## config.mk

```make
export PLATFORM = sky130hd
export DESIGN_NAME = store_narrow_unit
export DESIGN_NICKNAME = d
export VERILOG_FILES = /design/src/rtl/mips_mem_pkg.sv /design/src/rtl/store_lane_gen.sv /design/src/rtl/store_narrow_unit.sv
export SDC_FILE = /design/constraint.sdc
export NUM_CORES = 1
export LEC_CHECK = 0
export CAP_MARGIN = 20
export CORE_MARGIN = 3
export CORE_UTILIZATION = 46
export DETAILED_ROUTE_END_ITERATION = 7
export PLACE_DENSITY = 0.87
export REMOVE_ABC_BUFFERS = 1
export SLEW_MARGIN = 20
export SYNTH_ARGS = -nofsm -noshare
export SYNTH_HDL_FRONTEND = slang
export SYNTH_HIERARCHICAL = 1
export SYNTH_SLANG_ARGS = --single-unit
```

## constraint.sdc

```tcl
create_clock -name clk -period 2.2 [get_ports clk]
set_input_delay 0.44 -clock clk [delete_from_list [all_inputs] [get_ports clk]]
set_output_delay 0.44 -clock clk [all_outputs]
set_load 0.01 [all_outputs]
```

## src/rtl/mips_mem_pkg.sv

```systemverilog
// Shared memory-stage constants for the MIPS32 load/store paths:
// access size encodings, error codes and the store FSM state type.
package mips_mem_pkg;

   localparam logic [1:0] SZ_BYTE = 2'b00;
   localparam logic [1:0] SZ_HALF = 2'b01;
   localparam logic [1:0] SZ_WORD = 2'b10;
   localparam logic [1:0] SZ_RSVD = 2'b11;

   localparam logic [1:0] ERR_NONE     = 2'b00;
   localparam logic [1:0] ERR_MISALIGN = 2'b01;
   localparam logic [1:0] ERR_TIMEOUT  = 2'b10;

   typedef enum logic [1:0] {
      ST_IDLE = 2'b00,
      ST_REQ  = 2'b01,
      ST_DONE = 2'b10,
      ST_ERR  = 2'b11
   } mem_state_e;

   function automatic logic [31:0] word_align(input logic [31:0] addr);
      return {addr[31:2], 2'b00};
   endfunction

endpackage

```

## src/rtl/store_lane_gen.sv

```systemverilog
// Combinational store narrowing: replicates byte/half data onto all lanes,
// produces little-endian byte enables and flags misaligned accesses.
module store_lane_gen
   import mips_mem_pkg::*;
(
   input  logic [1:0]  size,
   input  logic [1:0]  addr_lo,
   input  logic [31:0] data,
   output logic [31:0] wdata,
   output logic [3:0]  be,
   output logic        misaligned
);

   always_comb begin
      wdata      = data;
      be         = 4'b1111;
      misaligned = 1'b0;
      case (size)
         SZ_BYTE: begin
            wdata = {4{data[7:0]}};
            be    = 4'b0001 << addr_lo;
         end
         SZ_HALF: begin
            wdata      = {2{data[15:0]}};
            be         = 4'b0011 << {addr_lo[1], 1'b0};
            misaligned = addr_lo[0];
         end
         // word and the reserved encoding share one path
         default: misaligned = |addr_lo;
      endcase
   end

endmodule

```

## src/rtl/store_narrow_unit.sv

```systemverilog
// MEM-stage store path: captures a store, drives one outstanding write
// request to data memory and reports completion, misalignment or timeout.
module store_narrow_unit
   import mips_mem_pkg::*;
#(
   parameter int TIMEOUT = 16
) (
   input  logic        clk,
   input  logic        rst_n,
   input  logic        st_valid,
   output logic        st_ready,
   input  logic [1:0]  st_size,
   input  logic [31:0] st_addr,
   input  logic [31:0] st_data,
   output logic        mem_req,
   output logic [31:0] mem_addr,
   output logic [31:0] mem_wdata,
   output logic [3:0]  mem_be,
   input  logic        mem_ack,
   output logic        st_done,
   output logic        st_err,
   output logic [1:0]  err_code,
   output logic [31:0] err_addr
);

   localparam int CNT_W = (TIMEOUT > 1) ? $clog2(TIMEOUT) : 1;
   localparam logic [CNT_W-1:0] CNT_LAST = (TIMEOUT > 0) ? CNT_W'(TIMEOUT - 1) : '0;
   localparam logic TO_EN = (TIMEOUT != 0);

   mem_state_e       state, state_nx;
   logic [CNT_W-1:0] cnt;
   logic [31:0]      addr_q;
   logic [31:0]      lane_wdata;
   logic [3:0]       lane_be;
   logic             lane_mis;
   logic             accept;
   logic             expire;

   store_lane_gen u_lane (
      .size       (st_size),
      .addr_lo    (st_addr[1:0]),
      .data       (st_data),
      .wdata      (lane_wdata),
      .be         (lane_be),
      .misaligned (lane_mis)
   );

   assign accept = (state == ST_IDLE) && st_valid;
   assign expire = TO_EN && (cnt == CNT_LAST);

   always_ff @(posedge clk or negedge rst_n) begin
      if (!rst_n) state <= ST_IDLE;
      else        state <= state_nx;
   end

   // an ack in the expiry cycle still completes the store
   always_comb begin
      state_nx = state;
      case (state)
         ST_IDLE: if (st_valid) state_nx = lane_mis ? ST_ERR : ST_REQ;
         ST_REQ: begin
            if (mem_ack)     state_nx = ST_DONE;
            else if (expire) state_nx = ST_ERR;
         end
         default: state_nx = ST_IDLE;
      endcase
   end

   always_ff @(posedge clk or negedge rst_n) begin
      if (!rst_n) begin
         st_ready  <= 1'b1;
         mem_req   <= 1'b0;
         st_done   <= 1'b0;
         st_err    <= 1'b0;
         mem_addr  <= '0;
         mem_wdata <= '0;
         mem_be    <= '0;
         addr_q    <= '0;
         cnt       <= '0;
         err_code  <= ERR_NONE;
         err_addr  <= '0;
      end else begin
         st_ready <= (state_nx == ST_IDLE);
         mem_req  <= (state_nx == ST_REQ);
         st_done  <= (state_nx == ST_DONE);
         st_err   <= (state_nx == ST_ERR);

         if (accept) begin
            addr_q    <= st_addr;
            mem_addr  <= word_align(st_addr);
            mem_wdata <= lane_wdata;
            mem_be    <= lane_be;
            cnt       <= '0;
         end else if (state == ST_REQ && TO_EN) begin
            cnt <= cnt + 1'b1;
         end

         // err_code/err_addr are sticky between faults
         if (accept && lane_mis) begin
            err_code <= ERR_MISALIGN;
            err_addr <= st_addr;
         end else if (state == ST_REQ && !mem_ack && expire) begin
            err_code <= ERR_TIMEOUT;
            err_addr <= addr_q;
         end
      end
   end

endmodule

```

After elaboration in Yosys (flattened, before gate mapping) --
Cells that the tools add are included.
Word-level totals: register bits 142, output and inout port bits 106
Operators by class: equal/unequal tests 6, $add $sub $neg 1, shift operators 2, reductions and logical operators 11, mux-type cells 14
Operators with widths (count):
- two-way mux 32 bit | 2
- one-hot mux 32 bit (2 select lines) | 1
- two-way mux 2 bit | 6
- two-way mux 4 bit | 2
- one-hot mux 4 bit (2 select lines) | 1
- == test 2 x 1 -> 1 bit (second input constant) | 3
- zero test 2 bit | 3
- adder 4 x 1 -> 4 bit (second input constant) | 1
- == test 2 bit (second input constant) | 2
- == test 4 bit (second input constant) | 1
- logical AND 1 bit | 4
- one-hot mux 2 bit (2 select lines) | 1
- nonzero test 2 bit | 2
- left shift 1 x 2 -> 4 bit (first input constant) | 1
- left shift 2 x 2 -> 4 bit (first input constant) | 1
- one-hot mux 1 bit (2 select lines) | 1
- OR reduction 2 bit | 1
- zero test 1 bit | 1

Depth between registers and ports, before layout --
Gate-level depths: netlist (run 1).
depth after elaboration 6, depth in mapped cells 7

Hierarchy --
Netlist (run 1), hierarchy kept.
By module, submodules not included:
- store_narrow_unit | area each 4672.0 um2, cells an instance 326, seq. area each 2803.9 um2, times used 1
- store_lane_gen | area each 521.8 um2, cells an instance 63, seq. area each 0.0 um2, times used 1

Least setup slack after synthesis (run 1) --
Ideal clock, no wire load.
path kind input port to flip-flop, start point in st_size[1], end point reg err_addr[0], slack 0.477 ns, buffers on the path 2, arrival 1.597 ns, cell stages on the path 7, required time 2.074 ns, path through clkbuf_4 a21oi_1 nor2_1 and4bb_2 clkbuf_1 and2_1 a221o_1
Between the ends: cells in the longest elaborated chain, start to end 4, elaborated cells on any way between the ends 6, classes of those cells 1 x eq/ne; 2 x mux; 3 x reduce/logical
RTL lines:
- from (decl) | RTL line store_narrow_unit.sv:12 | input logic [1:0] st_size,
- == test 2 x 1 -> 1 bit or zero test 2 bit (tied branches) | RTL line store_lane_gen.sv:18 | case (size)
- one-hot mux 1 bit (2 select lines) (*) | RTL line store_lane_gen.sv:18
- net lane_mis | RTL line store_narrow_unit.sv:35 | logic lane_mis;
- logical AND 1 bit (*) | RTL line store_narrow_unit.sv:99 | if (accept && lane_mis) begin
- two-way mux 32 bit or nonzero test 2 bit (tied branches)
- to (signal assigned) | RTL line store_narrow_unit.sv:101 | err_addr <= st_addr;
- to (signal assigned) | RTL line store_narrow_unit.sv:104 | err_addr <= addr_q;
- to (decl) | RTL line store_narrow_unit.sv:23 | output logic [31:0] err_addr
Mark *: on every way through the listed nets, which the timed path passes. The rest lies on a longest branch. A chain may end at the register's enable or synchronous reset.

Worst setup path after layout (run 1) --
start point in st_size[1], end point reg mem_wdata[18]
Between the ends: cells in the longest elaborated chain, start to end 2, elaborated cells on any way between the ends 3, classes of those cells 1 x eq/ne; 1 x mux; 1 x reduce/logical
RTL lines:
- == test 2 x 1 -> 1 bit or zero test 2 bit (tied branches) | RTL line store_lane_gen.sv:18
- one-hot mux 32 bit (2 select lines) (*) | RTL line store_lane_gen.sv:18
- net lane_wdata[18] | RTL line store_narrow_unit.sv:33 | logic [31:0] lane_wdata;
- to (signal assigned) | RTL line store_narrow_unit.sv:91 | mem_wdata <= lane_wdata;
- to (decl) | RTL line store_narrow_unit.sv:17 | output logic [31:0] mem_wdata,
Marks and branches as above.

==> results.py, run 1 <==
metrics = {
    "run_status": {
        "status": "finished clean",
    },
    "final_layout": {
        "stdcell_area_sq_um": 7050,
        "n_antenna_cell": 0,
        "final_common_cell": "clkdlybuf4s50_1",
        "drive_gt1_share_pct": 23.5,
        "nFillCells": 865,
        "fin_nets": 595,
        "area_growth_pct": 35.8,
        "final_cells": 668,
        "multi_input_area_sq_um": 1930,
        "final_cell_mix": "172 x clkdlybuf4s50_1, 111 x dfrtp_1, 84 x mux2_2",
        "seqCellArea_sq_um": 2800,
    },
    "drt": {
        "wirelength_um": 11900,
        "drc": 0,
        "drtPass1Iterations": 4,
        "via_per_inst": 5.29,
        "avgRoutedWirePerCell_um": 17.9,
        "drtAntennaViolNets": 0,
        "vias": 3532,
        "drt_iter0_drc": 177,
    },
    "worst_setup_path": {
        "worstPathMaxFanout": 18,
        "path_class": "in2reg",
        "rrSetupSlack_ns": 0.47,
        "cp-start-kind": "primary input",
        "critPathRequiredTime_ns": 2.42,
        "r2r_cells": 4,
        "crit_start": "st_size[1]",
        "arrival_ns": 2.19,
        "r2r-start": "cnt[0]",
        "end_kind": "flop",
        "crit_path_end": "mem_wdata[18]",
        "worstReg2RegEnd": "err_addr[18]",
    },
    "clock_tree": {
        "cts_setup_buffers": 0,
        "cts_sinks": 112,
        "cts-root-buf": "clkbuf_16",
        "clkSlewWorstSetupHoldPaths_ns": 0.07,
        "cts_resized": 0,
        "cts_tree": "yes",
        "cts_hold_buf": 0,
        "clk_latency_ns": 0.34,
        "htree_levels": 3,
        "cts_buffer_depth": 2,
        "numCtsBuffers": 9,
    },
    "timing": {
        "period_share_pct": 89.5,
        "rsz0062_at_grt": "no",
        "drv_slew": 0,
        "max_slew.worst_pin.slew_ns": 0.659,
        "fmax_mhz": 508,
        "slew_headroom_pct": 56.1,
        "hold_viol": 0,
        "finClkSkew_ns": 0.0111,
        "holdWs_ns": 0.126,
        "final.min_clock_period_ns": 1.97,
        "setup_viol": 0,
    },
    "power_and_ir_drop": {
        "combPwrFrac_pct": 44.2,
        "switching_share_pct": 31.2,
        "fin_total_pwr_uw": 9410,
        "pwr-share-clk_pct": 16.3,
        "power_frac_seq_pct": 39.5,
        "powerDensity_nw_per_um2": 1330,
        "intPower_uw": 6470,
        "leakage_uw": 0.00298,
        "peakVddDrop_mv": 0.648,
        "power_switching_uw": 2940,
    },
    "global_route": {
        "grt.overflow.total": 0,
        "antenna_found_initial": 0,
        "grt_max_degree": 113,
        "grt_use_total_pct": 19.2,
        "grt_pass1_wl_um": 19700,
        "grt_pass1_vias": 3768,
    },
    "placed_design": {
        "post-dp-hpwl_um": 8430,
        "numPortBuffers": 173,
        "dp_cells": 653,
        "place_area_sq_um": 6780,
        "gp_congestion": 0.772,
    },
    "floorplan": {
        "initial_core_util_pct": 47.5,
        "die-area_sq_um": 12600,
        "core_sq_um": 10900,
        "num_io_pins": 176,
        "fp.dieH_um": 112,
        "die_w_um": 112,
        "rows": 38,
    },
    "yosys": {
        "synth_top_cell_area_share_pct": 53.5,
        "syn-mean-instance-area_sq_um": 13.4,
        "synth_area_leaders": "dfrtp_1 53%, mux2_2 18%, a221o_1 6.2%",
        "synthesis.instances": 389,
        "netlist_area_sq_um": 5190,
        "seq_area_frac_synth_pct": 54.0,
        "yosys_warnings": 6,
        "synth_top_area_cell": "dfrtp_1",
        "synth-seq-cells": 112,
        "ys_types": 35,
    },
    "worst_hold_path": {
        "worstHoldPathType": "in2async",
    },
    "job": {
        "maxCapViolCount": 0,
    },
}
[metrics by stage]
stage               TNS [ns]  util [%]  worst slack, ns
global route               0      64.5            0.181
detailed placement     -1.04      62.0           -0.138
floorplan            -112.32         -            -1.67
finish                     0      64.5            0.230
CTS                        0      64.5            0.227
global placement      -0.513      62.0           -0.102
[area by class of cell]
| cell class | count | area share, % |
|---|---|---|
| timing repair buffer | 185 | 26.3 |
| inverter | 4 | 0.213 |
| clock buffer | 9 | 3.19 |
| tap | 140 | 2.48 |
| multi-input combinational | 212 | 27.3 |
| clock inverter | 6 | 0.745 |
| sequential | 112 | 39.7 |
[synth_stat cells]
| cell type | number |
|---|---|
| buf_2 | 10 |
| o21ai_1 | 2 |
| o21a_1 | 1 |
| nor3b_1 | 1 |
| nor3b_2 | 1 |
| nor2_1 | 4 |
| a21oi_1 | 2 |
| clkbuf_4 | 1 |
| mux2i_1 | 9 |
| inv_1 | 4 |
| o21bai_1 | 3 |
| nor2b_1 | 1 |
| mux2_2 | 84 |
| and2_1 | 33 |
| conb_1 | 1 |
| dfrtp_1 | 111 |
| nand4_1 | 1 |
| a31oi_4 | 1 |
| a22o_1 | 1 |
| and4bb_2 | 1 |
| buf_6 | 8 |
| nor2_4 | 1 |
| clkbuf_1 | 3 |
| xnor2_1 | 1 |
| a221o_1 | 32 |
| dfstp_2 | 1 |
| o21ai_0 | 5 |
| and3_4 | 1 |
| and3_1 | 2 |
| buf_4 | 40 |
| ha_1 | 1 |
| nand2b_1 | 3 |
| o21ai_2 | 6 |
| a21o_1 | 2 |
| nand2_1 | 11 |
[worst min-delay path by stage]
stage / startpoint / end / slack, ns / depth (start not counted)
floorplan: rst_n / addr_q[0] / 0.14 / 0
global placement: cnt[3] / cnt[3] / 0.45 / 1
detailed placement: cnt[3] / cnt[3] / 0.46 / 1
CTS: rst_n / addr_q[31] / 0.21 / 2
global route: rst_n / mem_wdata[31] / 0.24 / 2
finish: rst_n / mem_be[3] / 0.13 / 2
[registers in the layout (all words and copies together) (netlist names), 2 cells and up]
name       cells
addr_q        32
cnt            4
err_addr      32
err_code       2
mem_be         4
mem_wdata     32
state          2
[cells by family after synthesis]
group	after synthesis	synth area share, %
other	1	0.0722
adders and majority gates	1	0.241
xor gates and xnor gates	1	0.169
and+or+nand+nor	60	6.96
buffers and inverters	66	9.13
DFF	112	54.0
muxes	93	19.9
AOI/OAI and AO/OA	55	9.49
[power groups by stage]
stage | logic (uW) | clock network, uW | registers, uW
after floorplan | 1330 | 0 | 4060
after global placement | 4110 | 0 | 3680
after detailed placement | 4220 | 0 | 3730
after CTS | 4230 | 1580 | 3720
after global routing | 4400 | 1660 | 3850
final | 4160 | 1530 | 3720
[worst max-delay path: stages]
cell and delay, ns:
clkdlybuf4s50_1 0.57, buf_4 0.26, buf_4 0.29, mux2_2 0.37, mux2_2 0.26
[routing by layer]
metal  part of all wire [%]  routed length (um)  vias up  track usage [%]
met4                    1.1                 131        0             5.61
met1                     42                5030     1804             24.7
met2                     52                6230       94             33.1
li1                       -                   -     1622                -
met5                      0                   0        -                0
met3                    4.5                 541       12             3.56
(Power assumes the default switching activity.)
==> inputs of run 2 (changes only) <==
Settings changed: PLACE_DENSITY 0.87 to unset, PLACE_DENSITY_LB_ADDON set to 0.3, SKIP_CTS_REPAIR_TIMING set to 1.
==> run 2 against run 1 <==
Critical path depth grew 3; design area grew 1.8%; count of clock-buffer cells in the layout grew 3; combinational power grew 2%; worst hold slack lost 0.063 ns; sequential power is essentially flat; non-clock buffer count grew 3.
==> results.py, run 2 (synthesized netlist as in run 1, its figures left out) <==
metrics = {
    "final_layout": {
        "reg_top3": "addr_q x32, err_addr x32, mem_wdata x32",
        "fin_nets": 598,
        "area_growth_pct": 38.2,
        "stdcell_area_sq_um": 7180,
        "final_cell_mix": "172 x clkdlybuf4s50_1, 111 x dfrtp_1, 84 x mux2_2",
        "n_antenna_cell": 0,
        "drive_gt1_share_pct": 23.9,
        "final_common_cell": "clkdlybuf4s50_1",
        "final_util_pct": 65.7,
    },
    "timing": {
        "setup_viol": 0,
        "holdWs_ns": 0.0631,
        "rsz0062_at_grt": "no",
        "setup_tns_ns": 0,
        "slew_headroom_pct": 65.7,
        "final.min_clock_period_ns": 2.00,
        "fmax_mhz": 501,
        "period_share_pct": 90.7,
        "drv_slew": 0,
        "hold_viol": 0,
        "finClkSkew_ns": 0.00564,
        "max_slew.worst_pin.slew_ns": 0.514,
    },
    "run_status": {
        "status": "finished clean",
    },
    "clock_tree": {
        "clkSlewWorstSetupHoldPaths_ns": 0.07,
        "numCtsBuffers": 9,
        "cts-root-buf": "clkbuf_16",
        "clk_latency_ns": 0.35,
        "cts_sinks": 112,
        "cts_buffer_depth": 2,
        "cts_tree": "yes",
        "htree_levels": 3,
    },
    "power_and_ir_drop": {
        "peakVddDrop_mv": 0.727,
        "leakage_uw": 0.00303,
        "fin_total_pwr_uw": 9830,
        "powerDensity_nw_per_um2": 1370,
    },
    "global_route": {
        "grtUsageMet3_pct": 3.77,
        "gr-usage-met2_pct": 34.0,
        "use_met1_pct": 25.4,
        "grt_pass1_wl_um": 20100,
        "grt_pass1_vias": 3698,
        "grt_use_total_pct": 20.0,
        "grt_busiest_layer": "met2",
        "grt_max_degree": 44,
        "grt.overflow.total": 0,
        "antenna_found_initial": 0,
    },
    "floorplan": {
        "core_sq_um": 10900,
        "rows": 38,
        "die-area_sq_um": 12600,
        "initial_core_util_pct": 47.5,
        "num_io_pins": 176,
        "die_w_um": 112,
        "fp.dieH_um": 112,
    },
    "placed_design": {
        "post-dp-hpwl_um": 8700,
        "gp_congestion": 0.785,
        "place_area_sq_um": 6820,
        "numPortBuffers": 173,
    },
    "worst_setup_path": {
        "cp_num_buf_inv": 3,
        "worstPathMaxFanout": 24,
        "worstReg2RegEnd": "err_addr[2]",
        "r2r_cells": 4,
        "crit_chain": "clkdlybuf4s50_1, a21oi_1, buf_4, nor2_1, and4bb_2, a31oi_4, buf_12, a221o_1",
        "r2r-start": "cnt[0]",
        "rrSetupSlack_ns": 0.47,
        "end_kind": "flop",
        "cp_top_family": "buffers and inverters",
        "critical_path.slowest_cell": "clkdlybuf4s50_1",
        "slowest_delay_ns": 0.55,
        "cp-start-kind": "primary input",
        "critPathRequiredTime_ns": 2.43,
        "arrival_ns": 2.23,
        "path_class": "in2reg",
    },
    "worst_hold_path": {
        "worstHoldPathType": "in2async",
    },
    "drt": {
        "drtPass1Iterations": 4,
        "avgRoutedWirePerCell_um": 18.3,
        "drt_iter0_drc": 178,
        "wirelength_um": 12300,
        "drtAntennaViolNets": 0,
        "drc": 0,
        "via_per_inst": 5.30,
        "vias": 3561,
    },
    "job": {
        "maxCapViolCount": 0,
    },
}
-- run 2: metrics by stage --
| step | setup WS, ns | instances |
|---|---|---|
| finish | 0.205 | 672 |
| global route | 0.148 | 672 |
| CTS | 0.190 | 672 |
| detailed placement | -0.135 | 656 |
| global placement | -0.138 | 656 |
| floorplan | -1.67 | 328 |
-- run 2: routing by layer --
layer,wire (um),up-vias,share of wire (%)
met5,0,-,0
met2,6400,92,52
met4,305,0,2.5
li1,-,1633,-
met1,5100,1815,41
met3,520,21,4.2
-- run 2: area by class of cell --
type	count	area [sq um]
Sequential cell	112	2800
Timing Repair Buffer	188	1900
Tap cell	140	175
Inverter	4	15.0
Clock buffer	12	256
Multi-Input combinational cell	212	1930
Fill cell	851	3760
Clock inverter	4	98.8
-- run 2: how the worst max path moves through the flow --
stage,startpoint,end,depth (start not counted)
floorplan,state[1],mem_req,3
detailed placement,st_size[0],err_addr[21],8
global placement,st_size[1],mem_wdata[10],5
CTS,st_size[0],err_addr[10],8
global route,st_size[0],err_addr[19],8
finish,st_size[0],err_addr[19],8
-- run 2: power breakdown --
part / switching [uW] / leakage [uW] / internal (uW)
logic: 1550 / 0.00152 / 2680
registers: 642 / 0.00134 / 3050
clock network: 733 / 0.000173 / 1180
total: 2930 / 0.00303 / 6900
==> inputs of run 3 (changes only) <==
Settings changed: SLEW_MARGIN 20 to 5, TNS_END_PERCENT set to 30.
==> results of run 3 <==
No change in the layout: final DEF, timing and power equal those of run 2.
